### src/rtl/seg7_pkg.sv
// Shared constants for the seven-segment scanner: segment codes and sizing helpers.
package seg7_pkg;

    // Active-high segment codes, bit order {g,f,e,d,c,b,a}
    localparam logic [6:0] SEG_0 = 7'h3F;
    localparam logic [6:0] SEG_1 = 7'h06;
    localparam logic [6:0] SEG_2 = 7'h5B;
    localparam logic [6:0] SEG_3 = 7'h4F;
    localparam logic [6:0] SEG_4 = 7'h66;
    localparam logic [6:0] SEG_5 = 7'h6D;
    localparam logic [6:0] SEG_6 = 7'h7D;
    localparam logic [6:0] SEG_7 = 7'h07;
    localparam logic [6:0] SEG_8 = 7'h7F;
    localparam logic [6:0] SEG_9 = 7'h6F;
    localparam logic [6:0] SEG_A = 7'h77;
    localparam logic [6:0] SEG_B = 7'h7C;
    localparam logic [6:0] SEG_C = 7'h39;
    localparam logic [6:0] SEG_D = 7'h5E;
    localparam logic [6:0] SEG_E = 7'h79;
    localparam logic [6:0] SEG_F = 7'h71;

    // Active-high code for a dark digit
    localparam logic [6:0] SEG_OFF = 7'h00;

    // Divider counter width; never narrower than one bit so TICK_DIV=1 still builds
    function automatic int unsigned cnt_width(input int unsigned div);
        return (div > 1) ? $clog2(div) : 1;
    endfunction

endpackage

### src/rtl/hex_to_seg7.sv
// Combinational hex nibble to active-high seven-segment code.
module hex_to_seg7
    import seg7_pkg::*;
(
    input  logic [3:0] nibble,
    output logic [6:0] code
);

    // Straight lookup; polarity and blanking are handled by the scanner
    always_comb begin
        code = SEG_OFF;
        unique case (nibble)
            4'h0: code = SEG_0;
            4'h1: code = SEG_1;
            4'h2: code = SEG_2;
            4'h3: code = SEG_3;
            4'h4: code = SEG_4;
            4'h5: code = SEG_5;
            4'h6: code = SEG_6;
            4'h7: code = SEG_7;
            4'h8: code = SEG_8;
            4'h9: code = SEG_9;
            4'hA: code = SEG_A;
            4'hB: code = SEG_B;
            4'hC: code = SEG_C;
            4'hD: code = SEG_D;
            4'hE: code = SEG_E;
            4'hF: code = SEG_F;
        endcase
    end

endmodule

### src/rtl/seg7_scan.sv
// Time-multiplexed hex display driver with frame-synchronous value capture.
module seg7_scan
    import seg7_pkg::*;
#(
    parameter int unsigned TICK_DIV   = 100000,
    parameter int unsigned NUM_DIGITS = 8,
    parameter bit          ACTIVE_LOW = 1'b1
) (
    input  logic                  clk,
    input  logic                  rst,
    input  logic [31:0]           value,
    input  logic                  blank_lz,
    output logic [NUM_DIGITS-1:0] an,
    output logic [6:0]            seg,
    output logic                  dp,
    output logic                  frame_done
);

    localparam int unsigned            CNT_W    = cnt_width(TICK_DIV);
    localparam logic [CNT_W-1:0]       DIV_MAX  = CNT_W'(TICK_DIV - 1);
    localparam logic [2:0]             LAST_DIG = 3'(NUM_DIGITS - 1);
    // XOR masks that turn active-high patterns into pin levels
    localparam logic [NUM_DIGITS-1:0]  AN_POL   = {NUM_DIGITS{ACTIVE_LOW}};
    localparam logic [6:0]             SEG_POL  = {7{ACTIVE_LOW}};
    localparam logic                   DP_OFF   = ACTIVE_LOW;

    logic [CNT_W-1:0]      div_cnt_q, div_cnt_d;
    logic [2:0]            dig_idx_q, dig_idx_d;
    logic [31:0]           shadow_q, shadow_d;
    logic [NUM_DIGITS-1:0] an_q, an_d;
    logic [6:0]            seg_q, seg_d;
    logic                  dp_q;
    logic                  frame_done_q, frame_done_d;

    logic                  tick;
    logic                  last_dig;
    logic                  blanked;
    logic [3:0]            nibble;
    logic [6:0]            digit_code;
    logic [NUM_DIGITS-1:0] an_hot;

    // Only the shadow copy is decoded, so value never reaches the pins combinationally
    assign nibble = shadow_q[{dig_idx_q, 2'b00} +: 4];

    hex_to_seg7 u_hex_to_seg7 (
        .nibble (nibble),
        .code   (digit_code)
    );

    // Digit select and leading-zero detection for the slot about to be driven
    always_comb begin
        an_hot = '0;
        for (int i = 0; i < NUM_DIGITS; i++) begin
            an_hot[i] = (dig_idx_q == 3'(i));
        end
        blanked = blank_lz && (dig_idx_q != 3'd0) &&
                  ((shadow_q >> {dig_idx_q, 2'b00}) == 32'd0);
    end

    // Divider, scan sequencing and frame capture next-state
    always_comb begin
        tick         = (div_cnt_q == DIV_MAX);
        last_dig     = (dig_idx_q == LAST_DIG);
        div_cnt_d    = tick ? '0 : div_cnt_q + 1'b1;
        dig_idx_d    = dig_idx_q;
        shadow_d     = shadow_q;
        an_d         = an_q;
        seg_d        = seg_q;
        frame_done_d = 1'b0;
        if (tick) begin
            an_d      = an_hot ^ AN_POL;
            seg_d     = (blanked ? SEG_OFF : digit_code) ^ SEG_POL;
            dig_idx_d = last_dig ? 3'd0 : dig_idx_q + 3'd1;
            // The last digit decodes the old shadow on this same edge
            if (last_dig) begin
                shadow_d     = value;
                frame_done_d = 1'b1;
            end
        end
    end

    // State and output registers with synchronous reset to the dark state
    always_ff @(posedge clk) begin
        if (rst) begin
            div_cnt_q    <= '0;
            dig_idx_q    <= 3'd0;
            shadow_q     <= 32'd0;
            an_q         <= AN_POL;
            seg_q        <= SEG_POL;
            dp_q         <= DP_OFF;
            frame_done_q <= 1'b0;
        end else begin
            div_cnt_q    <= div_cnt_d;
            dig_idx_q    <= dig_idx_d;
            shadow_q     <= shadow_d;
            an_q         <= an_d;
            seg_q        <= seg_d;
            dp_q         <= DP_OFF;
            frame_done_q <= frame_done_d;
        end
    end

    assign an         = an_q;
    assign seg        = seg_q;
    assign dp         = dp_q;
    assign frame_done = frame_done_q;

endmodule
### config.mk
export PLATFORM = sky130hd
export DESIGN_NAME = seg7_scan
export DESIGN_NICKNAME = d
export VERILOG_FILES = /design/src/rtl/seg7_pkg.sv /design/src/rtl/hex_to_seg7.sv /design/src/rtl/seg7_scan.sv
export SDC_FILE = /design/constraint.sdc
export NUM_CORES = 1
export LEC_CHECK = 0
export ABC_AREA = 1
export CAP_MARGIN = 40
export CELL_PAD_IN_SITES_DETAIL_PLACEMENT = 1
export CELL_PAD_IN_SITES_GLOBAL_PLACEMENT = 1
export CORE_MARGIN = 5
export CORE_UTILIZATION = 39
export CTS_CLUSTER_DIAMETER = 80
export DETAILED_ROUTE_END_ITERATION = 8
export PLACE_DENSITY_LB_ADDON = 0.12
export SKIP_LAST_GASP = 1
export SYNTH_ARGS = -nofsm -noshare
export SYNTH_HDL_FRONTEND = slang
export SYNTH_SLANG_ARGS = --single-unit
export TNS_END_PERCENT = 10
### constraint.sdc
create_clock -name clk -period 2.6 [get_ports clk]
set_input_delay 0.52 -clock clk [delete_from_list [all_inputs] [get_ports clk]]
set_output_delay 0.52 -clock clk [all_outputs]
set_load 0.005 [all_outputs]
==> results_tabular.tex <==
\begin{tabular}{lr}
\hline
Metric & Value \\
\hline
\multicolumn{2}{l}{\textbf{Clock network}} \\
Clock root buffer & sky130\_fd\_sc\_hd\_\_clkbuf\_8 \\
CTS tree & done \\
Number of buffers on the longest clock path & 2 \\
Later-pin clock latency in the skew report & 370 ps \\
Number of clock sinks seen by CTS & 68 \\
Clk slew on worst S/H paths & 90 ps \\
TritonCTS Buffers & 9 \\
Level count of the clock H-tree & 3 \\
\multicolumn{2}{l}{\textbf{Logic synthesis}} \\
Yosys warning count & 0 \\
Number of distinct standard cells referenced by the synthesized netlist & 37 \\
Post-synthesis sequential element count & 68 \\
Mean post-synth cell area & 6.83 um\^{}2 \\
Gate count after technology mapping & 541 \\
Total nets after synthesis & 589 \\
Share of synthesized cell area in and, or, nand and nor gates & 36.1\% \\
Share of synthesized area spent on multiplexers & 0\% \\
Post-synthesis sequential area ratio & 36.8\% \\
Compound-Gate Fraction of Synth Area & 12.6\% \\
Ys flop type & sky130\_fd\_sc\_hd\_\_dfxtp\_1 \\
Cells taking the most area after synthesis & sky130\_fd\_sc\_hd\_\_dfxtp\_1 (37\%), sky130\_fd\_sc\_hd\_\_nand2\_1 (15\%), sky130\_fd\_sc\_hd\_\_nor2\_1 (12\%), sky130\_fd\_sc\_hd\_\_nand3\_1 (5.3\%), sky130\_fd\_sc\_hd\_\_ha\_1 (4.4\%) \\
Async set-reset flop share out of synthesis & 0\% \\
Area fraction of the dominant cell type after synthesis & 36.8\% \\
Area share of xor/xnor cells in the synthesized design & 0.948\% \\
Netlist area before placement & 3690 um\^{}2 \\
Dominant combinational cell family by area after synthesis & simple AND/OR/NAND/NOR gates \\
Cell type with the highest aggregate area in the netlist & sky130\_fd\_sc\_hd\_\_dfxtp\_1 \\
EDFF count, synth & 0 \\
Synthesized-area fraction occupied by adder cells & 4.40\% \\
\multicolumn{2}{l}{\textbf{Timing}} \\
Final setup violation count & 0 \\
Hold Fails Final Rpt & 0 \\
Clock Skew & 17.1 ps \\
Highest clock frequency the design can meet & 427 MHz \\
Unrepaired setup endpoints after global routing & false \\
Relative slew margins & 66.6\% \\
Accumulated negative setup slack & 0 ps \\
Slew at the pin closest to its max-slew limit & 502 ps \\
Slew Limit Fails & 0 \\
Minimum period implied by the final worst setup slack & 2340 ps \\
Final period util & 90.1\% \\
\multicolumn{2}{l}{\textbf{Power}} \\
Net switching power & 0.000499 W \\
Cell internal power dissipation & 0.00184 W \\
Share of power burned in combinational logic & 3.6\% \\
Peak VDD IR & 0.235 mV \\
Clock network fraction of total power & 51.6\% \\
Share of power burned in registers & 44.8\% \\
Switching share of power & 21.4\% \\
Power per unit of standard cell area & 509 nW/um\^{}2 \\
Total power after layout & 0.00234 W \\
P\_leak & 2.02 nW \\
\multicolumn{2}{l}{\textbf{Drt}} \\
Post-route antenna net violation count & 0 \\
Post-detailed-route via-to-cell ratio & 4.93 \\
Met1 wire length & 4.73 mm \\
Highest metal layer with signal wires & met4 \\
Met2 wire len & 5.14 mm \\
Iter 0 DRT Violations & 158 \\
Per-cell routed wire length & 14.4 um \\
Length of the first detailed-routing pass in iterations & 4 \\
Detailed Route WL & 10.5 mm \\
Number of remaining DRC errors & 0 \\
Routed length on met3 & 365 um \\
Number of vias after detailed routing & 3594 \\
\multicolumn{2}{l}{\textbf{Run}} \\
Max-cap violations & 0 \\
\multicolumn{2}{l}{\textbf{Critical path}} \\
Worst path slowest cell & sky130\_fd\_sc\_hd\_\_dfxtp\_2 \\
CP top delay family & simple AND/OR/NAND/NOR gates \\
Crit Path Category & flip-flop to flip-flop \\
CP startpoint kind & flip-flop \\
Req. time, crit path & 2890 ps \\
Cell breakdown of the critical path & inv\_4 -> nand2\_1 -> nand3\_1 -> nand2\_1 -> nand2\_1 -> nand2\_1 -> ha\_1 -> nand2\_1 -> nor2\_1 -> nand3\_1 -> nor2\_1 -> nand2\_1 -> nor2\_2 -> nand3\_2 -> a21oi\_1 \\
Slowest Stage Delay on Critical Path & 440 ps \\
Total buffers and inverters traversed by the critical path & 1 \\
Critical path peak fanout & 18 \\
Signal arrival time at the worst endpoint & 2630 ps \\
Crit path top cell by count & sky130\_fd\_sc\_hd\_\_nand2\_1 \\
Critical Path End Type & flip-flop \\
\multicolumn{2}{l}{\textbf{GRT}} \\
First-pass GRT wire length & 17.7 mm \\
Final global-route overflow total & 0 \\
Total routing resource utilization after global routing & 19.4\% \\
Number of antenna violations at the first check in global routing & 0 \\
Vias in the first global route & 3740 \\
Maximum number of pins on one net before global-route repair & 50 \\
\multicolumn{2}{l}{\textbf{Finish}} \\
Area Overhead vs Synth & 24.3\% \\
Most common cell after layout, fill and taps aside & sky130\_fd\_sc\_hd\_\_nand2\_1 \\
Most frequent cells in the layout & sky130\_fd\_sc\_hd\_\_nand2\_1 (143), sky130\_fd\_sc\_hd\_\_nor2\_1 (115), sky130\_fd\_sc\_hd\_\_dfxtp\_1 (66) \\
Number of nets in the finished design & 643 \\
Layout cell share with drive strength beyond 1 & 10.2\% \\
Final antenna diode count & 0 \\
Final cell area excluding filler cells & 4590 um\^{}2 \\
\multicolumn{2}{l}{\textbf{Placement}} \\
Number of port buffers & 50 \\
Post-detailed-placement cell area & 4290 um\^{}2 \\
Final weighted congestion in routability-driven placement & 0.849 \\
Post-DP HPWL & 7.80 mm \\
\multicolumn{2}{l}{\textbf{Floorplan}} \\
Number of primary I/O pins & 52 \\
Die width & 107 um \\
Starting utilization of the core area & 40.0\% \\
Core region area & 9240 um\^{}2 \\
Area of the die & 11500 um\^{}2 \\
Die Span Y & 107 um \\
Total number of placement rows & 35 \\
\multicolumn{2}{l}{\textbf{Worst hold path}} \\
Type of the worst min-delay path & flip-flop to flip-flop \\
\multicolumn{2}{l}{\textbf{Status}} \\
Run status & finished clean \\
\hline
\end{tabular}
-- synth_stat cells (2+ instances only) --
cell,number
sky130_fd_sc_hd__a211oi_1,7
sky130_fd_sc_hd__a211oi_2,10
sky130_fd_sc_hd__a21oi_1,20
sky130_fd_sc_hd__a31oi_1,6
sky130_fd_sc_hd__buf_2,9
sky130_fd_sc_hd__buf_4,3
sky130_fd_sc_hd__buf_6,7
sky130_fd_sc_hd__clkbuf_1,3
sky130_fd_sc_hd__dfxtp_1,68
sky130_fd_sc_hd__ha_1,13
sky130_fd_sc_hd__inv_1,40
sky130_fd_sc_hd__inv_2,3
sky130_fd_sc_hd__nand2_1,143
sky130_fd_sc_hd__nand2_2,3
sky130_fd_sc_hd__nand3_1,39
sky130_fd_sc_hd__nand3_2,3
sky130_fd_sc_hd__nand3b_1,2
sky130_fd_sc_hd__nor2_1,115
sky130_fd_sc_hd__nor3_1,3
sky130_fd_sc_hd__o21ai_0,25
sky130_fd_sc_hd__xor2_1,3
-- per-stage QoR --
step | worst slack (ps) | hold slack (ps) | util (%) | instances
floorplan | 665 | 418 | - | 541
global placement | 390 | 430 | 46.4 | 709
CTS | 52.7 | 459 | 49.3 | 725
finish | 256 | 460 | 49.7 | 729
global route | 40.2 | 478 | 49.7 | 729
detailed placement | 167 | 446 | 46.4 | 709
-- flip-flops by register name, indices dropped and copies added, names as in the netlist --
name	cells
shadow_q	32
div_cnt_q	17
an	8
seg	7
dig_idx_q	3
frame_done	1
-- worst register-to-register path, cell delays in order (launching register included) --
cell and delay [ps]:
sky130_fd_sc_hd__dfxtp_2 440, sky130_fd_sc_hd__inv_4 130, sky130_fd_sc_hd__nand2_1 110, sky130_fd_sc_hd__nand3_1 90
sky130_fd_sc_hd__nand2_1 110, sky130_fd_sc_hd__nand2_1 50, sky130_fd_sc_hd__nand2_1 180, sky130_fd_sc_hd__ha_1 230
sky130_fd_sc_hd__nand2_1 70, sky130_fd_sc_hd__nor2_1 120, sky130_fd_sc_hd__nand3_1 90, sky130_fd_sc_hd__nor2_1 90
sky130_fd_sc_hd__nand2_1 80, sky130_fd_sc_hd__nor2_2 110, sky130_fd_sc_hd__nand3_2 180, sky130_fd_sc_hd__a21oi_1 210
-- path summary, 6_finish.rpt --
kind,slack [ps],endpoint,start,cells past startpoint
setup reg to reg,260,seg[1],dig_idx_q[0],15
hold reg to reg,460,div_cnt_q[0],div_cnt_q[0],1
hold / removal,460,div_cnt_q[0],div_cnt_q[0],1
setup / recovery,260,seg[1],dig_idx_q[0],15
-- power groups by stage --
stage / Clock (W) / Combinational, W / Sequential, W
floorplan: 0 / 0.0000252 / 0.00107
global placement: 0 / 0.0000830 / 0.00107
detailed placement: 0 / 0.0000854 / 0.00107
CTS: 0.00123 / 0.0000861 / 0.00105
global route: 0.00127 / 0.0000916 / 0.00105
finish: 0.00121 / 0.0000846 / 0.00105
-- kinds of logic (layout without fill, tap and decap cells) --
group,Yosys count,in the layout
adders and majority gates,13,13
DFF,68,68
and+or+nand+nor,316,316
AOI/OAI and AO/OA,71,71
other,1,1
buffers and inverters,68,127
xor gates and xnor gates,4,4
-- routing by layer --
metal	global-route usage (%)	vias to the layer above
li1	-	1841
met1	23.0	1668
met2	34.5	64
met3	3.06	21
met4	8.39	0
met5	0	-
-- repair_timing --
action                                  in CTS  in global routing
gates resized for setup                      0                  5
endpoints found under the setup margin       0                  7
hold buffers                                 0                  0
setup buffers                                0                  4
-- final cells by class --
type                            count  area [um^2]
Fill cell                        1204         4650
Multi-Input combinational cell    405         2000
Sequential cell                    68         1360
Inverter                           45          178
Clock inverter                      7          146
Tap cell                          129          161
Clock buffer                        9          124
Timing Repair Buffer               66          621
Power figures use the tool's default switching activity.
